$ cat src/rtl/rf_ctrl_pkg.sv
// Shared types and default sizing for the register-file write-port controller.
package rf_ctrl_pkg;

    localparam int DATA_W = 8;
    localparam int ADDR_W = 4;

    typedef enum logic {
        IDLE  = 1'b0,
        CLEAR = 1'b1
    } rf_ctrl_state_t;

    // Requester index; also the encoding of the round-robin pointer.
    typedef logic req_id_t;

    function automatic req_id_t other_req(input req_id_t id);
        return ~id;
    endfunction

endpackage

$ cat src/rtl/rf_rr_arbiter2.sv
// Two-requester round-robin arbiter: combinational grant, registered priority pointer.
module rf_rr_arbiter2
    import rf_ctrl_pkg::*;
(
    input  logic       clk,
    input  logic       rst_n,
    input  logic [1:0] valid,
    input  logic       enable,
    output logic [1:0] grant,
    output req_id_t    grant_idx
);

    req_id_t ptr;

    // NOTE: every always_comb output gets a default first, so no path can infer a latch.
    always_comb begin
        grant     = 2'b00;
        grant_idx = 1'b0;
        if (enable) begin
            unique case (valid)
                2'b01: begin
                    grant     = 2'b01;
                    grant_idx = 1'b0;
                end
                2'b10: begin
                    grant     = 2'b10;
                    grant_idx = 1'b1;
                end
                2'b11: begin
                    grant     = ptr ? 2'b10 : 2'b01;
                    grant_idx = ptr;
                end
                default: ;
            endcase
        end
    end

    // NOTE: sequential state uses non-blocking assignments only.
    always_ff @(posedge clk or negedge rst_n) begin
        if (!rst_n) begin
            ptr <= 1'b0;
        end else if (|grant) begin
            ptr <= other_req(grant_idx);
        end
    end

endmodule

$ cat src/rtl/rf_write_ctrl.sv
// Write-port controller for the 16x8 register file: round-robin arbitration of two
// requesters, plus an optional full-file clear sequencer enabled by RF_WRITE_CTRL_CLEAR_EN.
module rf_write_ctrl #(
    parameter int DATA_W = rf_ctrl_pkg::DATA_W,
    parameter int ADDR_W = rf_ctrl_pkg::ADDR_W
) (
    input  logic              clk,
    input  logic              rst_n,
    input  logic [1:0]        req_valid,
    input  logic [ADDR_W-1:0] req_addr0,
    input  logic [ADDR_W-1:0] req_addr1,
    input  logic [DATA_W-1:0] req_data0,
    input  logic [DATA_W-1:0] req_data1,
    output logic [1:0]        req_ready,
    input  logic              clear_start,
    output logic              clear_busy,
    output logic              clear_done,
    output logic              rf_write_en,
    output logic [ADDR_W-1:0] rf_w_address,
    output logic [DATA_W-1:0] rf_data
);

    import rf_ctrl_pkg::*;

    logic              arb_en;
    logic [1:0]        grant;
    req_id_t           grant_idx;
    logic              clr_wr;
    logic [ADDR_W-1:0] clr_addr;

`ifdef RF_WRITE_CTRL_CLEAR_EN
    localparam logic [ADDR_W-1:0] LAST_ADDR = '1;

    rf_ctrl_state_t    state;
    logic [ADDR_W-1:0] clr_cnt;
    logic              clr_go;

    // clear_busy stays high one cycle past CLEAR so it covers the last write on the outputs;
    // that tail cycle also blocks the arbiter and ignores a new clear_start.
    assign clr_go   = (state == IDLE) && !clear_busy && clear_start;
    assign arb_en   = (state == IDLE) && !clear_busy && !clear_start;
    assign clr_wr   = (state == CLEAR);
    assign clr_addr = clr_cnt;

    always_ff @(posedge clk or negedge rst_n) begin
        if (!rst_n) begin
            state      <= IDLE;
            clr_cnt    <= '0;
            clear_busy <= 1'b0;
            clear_done <= 1'b0;
        end else begin
            unique case (state)
                IDLE: begin
                    clear_done <= 1'b0;
                    clear_busy <= clr_go;
                    if (clr_go) begin
                        state   <= CLEAR;
                        clr_cnt <= '0;
                    end
                end
                CLEAR: begin
                    clear_busy <= 1'b1;
                    clear_done <= (clr_cnt == LAST_ADDR);
                    clr_cnt    <= clr_cnt + 1'b1;
                    if (clr_cnt == LAST_ADDR) begin
                        state <= IDLE;
                    end
                end
                default: state <= IDLE;
            endcase
        end
    end
`else
    logic unused_clear_start;

    assign unused_clear_start = clear_start;
    assign arb_en     = 1'b1;
    assign clr_wr     = 1'b0;
    assign clr_addr   = '0;
    assign clear_busy = 1'b0;
    assign clear_done = 1'b0;
`endif

    rf_rr_arbiter2 u_arb (
        .clk       (clk),
        .rst_n     (rst_n),
        .valid     (req_valid),
        .enable    (arb_en),
        .grant     (grant),
        .grant_idx (grant_idx)
    );

    assign req_ready = grant;

    // Address and data hold their last values on idle cycles; only the strobe drops.
    always_ff @(posedge clk or negedge rst_n) begin
        if (!rst_n) begin
            rf_write_en  <= 1'b0;
            rf_w_address <= '0;
            rf_data      <= '0;
        end else if (clr_wr) begin
            rf_write_en  <= 1'b1;
            rf_w_address <= clr_addr;
            rf_data      <= '0;
        end else if (|grant) begin
            rf_write_en  <= 1'b1;
            rf_w_address <= grant_idx ? req_addr1 : req_addr0;
            rf_data      <= grant_idx ? req_data1 : req_data0;
        end else begin
            rf_write_en  <= 1'b0;
        end
    end

endmodule

$ cat config.mk
export PLATFORM = sky130hd
export DESIGN_NAME = rf_write_ctrl
export DESIGN_NICKNAME = d
export VERILOG_FILES = /design/src/rtl/rf_ctrl_pkg.sv /design/src/rtl/rf_rr_arbiter2.sv /design/src/rtl/rf_write_ctrl.sv
export SDC_FILE = /design/constraint.sdc
export NUM_CORES = 1
export LEC_CHECK = 0
export CORE_MARGIN = 3
export CORE_UTILIZATION = 39
export CTS_CLUSTER_DIAMETER = 50
export DETAILED_ROUTE_END_ITERATION = 8
export PLACE_DENSITY = 0.84
export SYNTH_ARGS = -nofsm -noshare
export SYNTH_HDL_FRONTEND = slang
export SYNTH_SLANG_ARGS = --single-unit
$ cat constraint.sdc
create_clock -name clk -period 3 [get_ports clk]
set_clock_uncertainty 0.05 [all_clocks]
set_input_delay 0.45 -clock clk [delete_from_list [all_inputs] [get_ports clk]]
set_output_delay 0.45 -clock clk [all_outputs]
set_load 0.005 [all_outputs]
* Yosys cells after proc, flatten, opt, wreduce, memory -nomap -nowiden
Index checks and enable logic that the tools add are counted.
** Operators by class
- Add/subtract/negate cells :: 0
- Multipliers :: 0
- Div/mod/pow operators :: 0
- Magnitude comparators :: 0
- Equality and inequality tests :: 3
- Shifts and indexed selects :: 0
- Mux-type cells :: 6
- Bitwise logic cells :: 1
- Reductions and logical operators :: 1
** Operators by type and width (number)
- $mux 8 :: 1
- $pmux 2 s3 :: 1
- $eq 2x2->1 const B :: 2
- $mux 4 :: 1
- $eq 2x1->1 const B :: 1
- $mux 2 :: 1
- $pmux 1 s2 :: 1
- $reduce_or 2->1 :: 1
- $mux 1 :: 1
- $not 1->1 :: 1
** Storage, ports and cells
- Register bits :: 14
- Bits in latches :: 0
- RAM bits :: 0
- Memory bits (read-only) :: 0
- Input port bits :: 29
- Output and inout port bits :: 17
- Memories :: 0

* Logic depth before layout (Yosys ltp)
Gate-level depths: netlist of the first run.
- Depth after elaboration :: 4
- Gate-level depth with buffers :: 4
- Depth with buffers taken out :: 3

* By module
Synthesis of the first run repeated with hierarchy kept, for this count alone.
** Second synthesis, totals
- Cells, all modules :: 67
- Area, all modules :: 695.7 um2
** By module, submodules not included
- rf_write_ctrl :: times used 1, cells each 58, area each 629.4 um2, sequential area each 325.3 um2
- rf_rr_arbiter2 :: times used 1, cells each 9, area each 66.3 um2, sequential area each 25.0 um2

* Worst setup path after synthesis of the first run
OpenSTA, ideal clock, no wires.
- Path type :: input to output
- Start :: input port req_valid[1]
- End :: output port req_ready[0]
- Arrival :: 1.065 ns
- Slack :: 1.435 ns
- Stages :: 3
- Cell sequence :: clkbuf_1 clkbuf_1 a21boi_0
** Between the ends
- Cells in the longest elaborated chain, start to end :: 2
- Elaborated cells between the ends (all ways) :: 4
- Those cells by class :: 3 x eq/ne; 1 x mux
** Ends and longest elaborated chain
- start, declared :: line rf_write_ctrl.sv:9 : input logic [1:0] req_valid,
- $eq 2x2->1 or $eq 2x1->1 (tied branches) :: line rf_rr_arbiter2.sv:20 : unique case (valid)
- $pmux 2 s3 * :: line rf_rr_arbiter2.sv:20
- end, declared :: line rf_write_ctrl.sv:14 : output logic [1:0] req_ready,
Mark *: on every way between the ends. The rest lies on a longest branch, timed or not.

* Worst setup path after layout of the first run
- Start :: input port req_valid[0]
- End :: output port req_ready[1]
Same word-level chain as after synthesis.

==> run summary, run 1 <==
Largest net degree at the start of global routing = 15
Max clock buf depth = 2
Xor/xnor share of the synthesized area = 0%
N_diodes = 0
Core ar. = 0.00178 sq mm
Setup CP Type = primary input to output pin
Setup violators final = 0
Mapped Cells = 66
CP Data Required Time = 2.50 ns
Maxcap violations = 0
Synth Area in Simple Gates = 12.5%
Clk pin slew, worst setup/hold paths = 0.08 ns
IO Pins = 46
Die Y = 50.1 um
NumNets Final = 140
Critical R2R Capture = rf_data[2]
Setup ws final = 0.480 ns
H-tree depth = 1
RSZ-0062 raised after global routing = false
Vias = 705
Status = complete, no violations
Total gr overflow = 0
Vias per Instance = 5.22
Post-CTS Resized = 0
Post-route insts no fill = 135
Final Hold Viols = 0
Max Fclk = 397 MHz
Die ar. = 0.00251 sq mm
Antenna-violating nets left = 0
Hold Path Class = flop to flop
CTS tree = done
Max VDD drop = 0.287 mV
Synth cell types = 15
Share of layout cells above drive strength 1 = 20.0%
Cells after DPL = 131
R2R depth = 3
# hold bufs at CTS = 0
Flops & latches, synth = 14
Setup Fix Bufs, Post-CTS = 0
WHS Endpoint = u_arb.ptr
Crit path cell chain = clkdlybuf4s50_1 > nand2b_1 > nand2_1 > buf_4 > inv_1 > clkdlybuf4s50_1
Crit path max-delay cell type = clkdlybuf4s50_1
Sequential area share after synthesis = 46.1%
Post-DP HPWL = 1.50 mm
Initial antenna violation count = 0
Worst-skew pair later-pin latency = 0.28 ns
Row cnt = 15
Clock sink count = 14
Most common cell after layout, fill and taps aside = clkdlybuf4s50_1
Critical path launch point type = primary input
Power density cells = 429 mW/mm^2
Final design area excluding fillers = 0.00124 sq mm
Reg2Reg Launch Point = u_arb.ptr
Slowest stage delay, CP = 0.58 ns
Routed wire per std cell = 14.8 um
DRC = 0
Worst path most repeated cell = clkdlybuf4s50_1
Slew Viols, Final = 0
WP buf/inv = 4
CTS Buf Count = 3
Leakage = 0.000527 uW
RD Place Congestion = 0.730
Setup TNS = 0 ns
Reg2Reg Setup Slack = 1.80 ns
CP max FO = 13
Drt total wl = 2.00 mm
Die width = 50.1 um
Slew HR = 57.2%
IO buf count = 42
Layout area overhead = 63.1%
1st-iter DRT viols = 12
Worst Tran Pin Value = 0.640 ns
Avg Inst Size Synth = 11.5 sq um
1st-pass router iterations = 4
CP Capture Type = output pin
Vias in the first global route = 724
Root buffer cell = clkbuf_4
Clock period minus worst slack = 2.52 ns
Worst slack, placed = 0.497 ns
Worst hold stages = 2
Power, Total = 532 uW
Tcrit/Tclk final = 84.0%
Worst Hold Launch = u_arb.ptr
Adder-cell share of the synthesized area = 0%
Synth Cell Area = 759 sq um
Starting Density = 42.6%
All-Layer GR Usage = 18.3%
Fraction of the mapped netlist area in compound gates = 33.3%
Post-DP Area = 0.00120 sq mm
Global-route wire length before repair = 3.45 mm
Most frequent cells in the layout = 42 x clkdlybuf4s50_1, 14 x dfrtp_1, 12 x a211o_1, 12 x o221a_2, 9 x nor2b_1
Largest delay share family, worst path = buffers and inverters
Synth warn = 0
Crit path DAT = 2.02 ns
Multiplexer share of the synthesized area = 0%
Largest family of logic cells by synthesized area = compound AO/OA/AOI/OAI gates
metal layers:
metal	GRT usage, %	vias to the layer above	part of all wire (%)
li1	-	337	-
met5	0	-	0
met4	9.68	0	1.0
met2	31.3	28	50
met3	3.56	2	6.6
met1	21.4	338	42
sequential cells by signal (all words and copies together), names as in the netlist:
| name | flops |
|---|---|
| rf_data | 8 |
| rf_w_address | 4 |
| rf_write_en | 1 |
| u_arb.ptr | 1 |
synthesized netlist by cell type:
master | number | area, sq um
a211o_1 | 12 | 105
nand2b_1 | 1 | 6.26
a21boi_0 | 1 | 7.51
buf_2 | 1 | 5.00
inv_1 | 2 | 7.51
or2_2 | 1 | 6.26
o21ai_0 | 1 | 5.00
conb_1 | 1 | 3.75
dfrtp_1 | 14 | 350
nor2b_1 | 9 | 56.3
and2b_1 | 3 | 22.5
buf_4 | 5 | 37.5
nand2_1 | 1 | 3.75
clkbuf_1 | 2 | 7.51
o221a_2 | 12 | 135
how the worst max path moves through the flow:
stage	from	endpoint	slack, ns	depth (start not counted)
floorplan	req_valid[1]	req_ready[0]	1.43	3
global route	req_valid[0]	req_ready[1]	0.35	6
finish	req_valid[0]	req_ready[1]	0.48	6
detailed placement	req_valid[0]	req_ready[1]	0.50	6
global placement	req_valid[0]	req_ready[1]	0.51	6
CTS	req_valid[0]	req_ready[1]	0.48	6
power breakdown:
part	total [uW]	switching [uW]	internal [uW]
combinational	174	57.1	117
clock	134	60.3	73.8
sequential	224	11.5	212
through the flow:
stage,utilization [%],hold slack (ns)
4_1_cts,69.5,0.490
3_5_place_dp,67.4,0.473
5_1_grt,69.5,0.535
6_report,69.5,0.487
2_1_floorplan,-,0.104
3_3_place_gp,67.4,0.471
final cells by class:
cell class | count | area, sq um
fillers | 142 | 544
clock buffers | 4 | 36.3
well taps | 25 | 31.3
inverters | 2 | 7.51
repair buffers | 47 | 458
multi-input cells | 43 | 355
flip-flops and latches | 14 | 350
logic make-up after synthesis:
kind of cell | after synthesis
other cells | 1
compound gates | 26
simple gates | 15
flops | 14
buf+inv | 10
tightest hold or removal path: cells and delay by family, from the launching register on:
kind | cells | cell delay [ns]
compound gates | 1 | 0.06
flops | 1 | 0.39
buf+inv | 1 | 0.05
Note: power is estimated with default switching activity, not from simulation.
==> run 2: changes to the inputs <==
--- a/config.mk
+++ b/config.mk
@@ -6,10 +6,10 @@
 export NUM_CORES = 1
 export LEC_CHECK = 0
 export CORE_MARGIN = 3
-export CORE_UTILIZATION = 39
+export CORE_UTILIZATION = 36
 export CTS_CLUSTER_DIAMETER = 50
 export DETAILED_ROUTE_END_ITERATION = 8
-export PLACE_DENSITY = 0.84
+export PLACE_DENSITY = 0.78
 export SYNTH_ARGS = -nofsm -noshare
 export SYNTH_HDL_FRONTEND = slang
 export SYNTH_SLANG_ARGS = --single-unit
==> constraint.sdc (replaced) <==
create_clock -name clk -period 2.55 [get_ports clk]
set_clock_uncertainty 0.05 [all_clocks]
set_input_delay 0.3825 -clock clk [delete_from_list [all_inputs] [get_ports clk]]
set_output_delay 0.3825 -clock clk [all_outputs]
set_load 0.005 [all_outputs]
==> run 2 against run 1 <==
  * Hold slack got worse by 0.042 ns
  * Routed wire length is 3.3% lower
  * Core utilization shrank 3.5 points
  * Combinational power grew 17%
  * Non-clock buffer count is the same
  * Sequential share of layout area is 0.32 points higher
  * Register-to-register slack worse by 0.46 ns
  * Die area increased by 7.3%
  * Critical path depth fell by 3
  * Highest routed layer unchanged
  * Cell area is 1.1% lower
  * Global-route usage down 3.0 points
  * Critical path type unchanged
==> run summary, run 2 (same netlist as run 1, synthesis figures left out) <==
RSZ-0062 raised after global routing = false
Worst Tran Pin Value = 0.633 ns (-0.00685 ns)
N_diodes = 0 (unchanged)
H-tree depth = 1 (unchanged)
Post-DP Area = 0.00120 sq mm (unchanged)
Crit path DAT = 1.85 ns (-0.17 ns)
Die ar. = 0.00270 sq mm (+7.3%)
Post-DP HPWL = 1.46 mm (-2.3%)
IO Pins = 46 (unchanged)
Largest register by flop count = rf_data
Final Hold Viols = 0 (unchanged)
Drt total wl = 1.94 mm (-3.3%)
Worst-skew pair later-pin latency = 0.27 ns (about the same)
Max clock buf depth = 2 (unchanged)
Maxcap violations = 0 (unchanged)
Tcrit/Tclk final = 89.4%
Critical Path Source = req_valid[0]
Max FFs per register = 8 (unchanged)
Die Y = 51.9 um (+3.6%)
All-Layer GR Usage = 15.3% (-3.0 points)
Final Core Density = 65.9% (-3.5 points)
Antenna-violating nets left = 0 (unchanged)
IO buf count = 42 (unchanged)
DRC = 0 (unchanged)
Power density cells = 479 mW/mm^2 (+12%)
Share of layout cells above drive strength 1 = 19.3% (-0.73 points)
CP max FO = 10 (-3)
Total gr overflow = 0 (unchanged)
Critical R2R Capture = rf_w_address[0]
Hold Path Class = primary input to async pin
Starting Density = 40.9% (-1.7 points)
Final design area excluding fillers = 0.00122 sq mm (-1.1%)
Vias = 699 (-0.85%)
Reg2Reg Setup Slack = 1.34 ns (-0.46 ns)
CP Data Required Time = 2.12 ns (-0.38 ns)
CTS tree = done
Vias per Instance = 5.22 (-0.11%)
RD Place Congestion = 0.773 (+6.0%)
NumNets Final = 140 (unchanged)
Post-CTS Resized = 0 (unchanged)
Layout area overhead = 61.3%
Max VDD drop = 0.278 mV (-3.3%)
Setup TNS = 0 ns (unchanged)
CP Capture Type = output pin
Slew HR = 57.7% (+0.46 points)
Clock period minus worst slack = 2.28 ns
1st-iter DRT viols = 9 (-3)
Leakage = 0.000520 uW (-1.4%)
Core ar. = 0.00186 sq mm (+4.2%)
Most frequent cells in the layout = 42 x clkdlybuf4s50_1, 14 x dfrtp_1, 12 x a211o_1, 12 x o221a_2, 9 x nor2b_1
Global-route wire length before repair = 3.06 mm (-11%)
Routed wire per std cell = 14.5 um (-2.6%)
1st-pass router iterations = 4 (unchanged)
CTS Buf Count = 3 (unchanged)
R2R depth = 4 (+1)
Root buffer cell = clkbuf_4
Largest net degree at the start of global routing = 15 (unchanged)
Setup violators final = 0 (unchanged)
Vias in the first global route = 678 (-6.4%)
Setup Fix Bufs, Post-CTS = 0 (unchanged)
Fillers = 155 (+9.2%)
# hold bufs at CTS = 0 (unchanged)
Initial antenna violation count = 0 (unchanged)
Top Registers = rf_data x8, rf_w_address x4
Most common cell after layout, fill and taps aside = clkdlybuf4s50_1
Clk pin slew, worst setup/hold paths = 0.08 ns (about the same)
Max Fclk = 439 MHz
Power, Total = 587 uW (+10%)
Clock sink count = 14 (unchanged)
Critical path launch point type = primary input
Reg2Reg Launch Point = u_arb.ptr
Slew Viols, Final = 0 (unchanged)
Setup CP Type = primary input to output pin
Row cnt = 15 (unchanged)
Die width = 51.9 um (+3.6%)
Status = complete, no violations
[run 2: changes by cell type in the layout (fill, tap and decap cells not counted), sizes merged]
cell / change
clkbuf: -1
[run 2: final cells by class]
class / count / area (sq um) / area share [%]
repair buffers: 47 / 458 / 37.4
inverters: 2 / 7.51 / 0.613
multi-input cells: 43 / 355 / 29.0
clock buffers: 3 / 22.5 / 1.84
flip-flops and latches: 14 / 350 / 28.6
well taps: 25 / 31.3 / 2.55
[run 2: metrics by stage]
step / hold WS (ns) / setup slack (ns) / std cells
after floorplan: 0.0369 / 1.12 / 67
after global placement: 0.478 / 0.285 / 131
after detailed placement: 0.486 / 0.282 / 131
after CTS: 0.460 / 0.250 / 134
after global routing: 0.493 / 0.185 / 134
final: 0.445 / 0.270 / 134
[run 2: routing by layer]
| layer | GRT usage (%) | vias to the layer above | share of wire (%) |
|---|---|---|---|
| met5 | 0 | - | 0 |
| met4 | 7.86 | 0 | 1.7 |
| met3 | 3.44 | 4 | 8.5 |
| met2 | 24.9 | 32 | 49 |
| met1 | 18.6 | 325 | 41 |
| li1 | - | 338 | - |
[run 2: power breakdown]
part | internal, uW | total [uW] | leakage [uW] | switching, uW
clock network | 54.7 | 121 | 0.0000138 | 66.3
registers | 250 | 263 | 0.000162 | 13.2
logic | 137 | 203 | 0.000345 | 65.5
[run 2: how the worst max path moves through the flow]
stage	end	slack (ns)
after CTS	req_ready[0]	0.25
after global placement	req_ready[0]	0.28
after detailed placement	req_ready[0]	0.28
final	req_ready[0]	0.27
after global routing	req_ready[0]	0.19
after floorplan	req_ready[0]	1.12
[run 2: worst max-delay path, cell delays in order]
cell and delay (ns):
clkdlybuf4s50_1 0.66, a21boi_0 0.27, clkdlybuf4s50_1 0.54
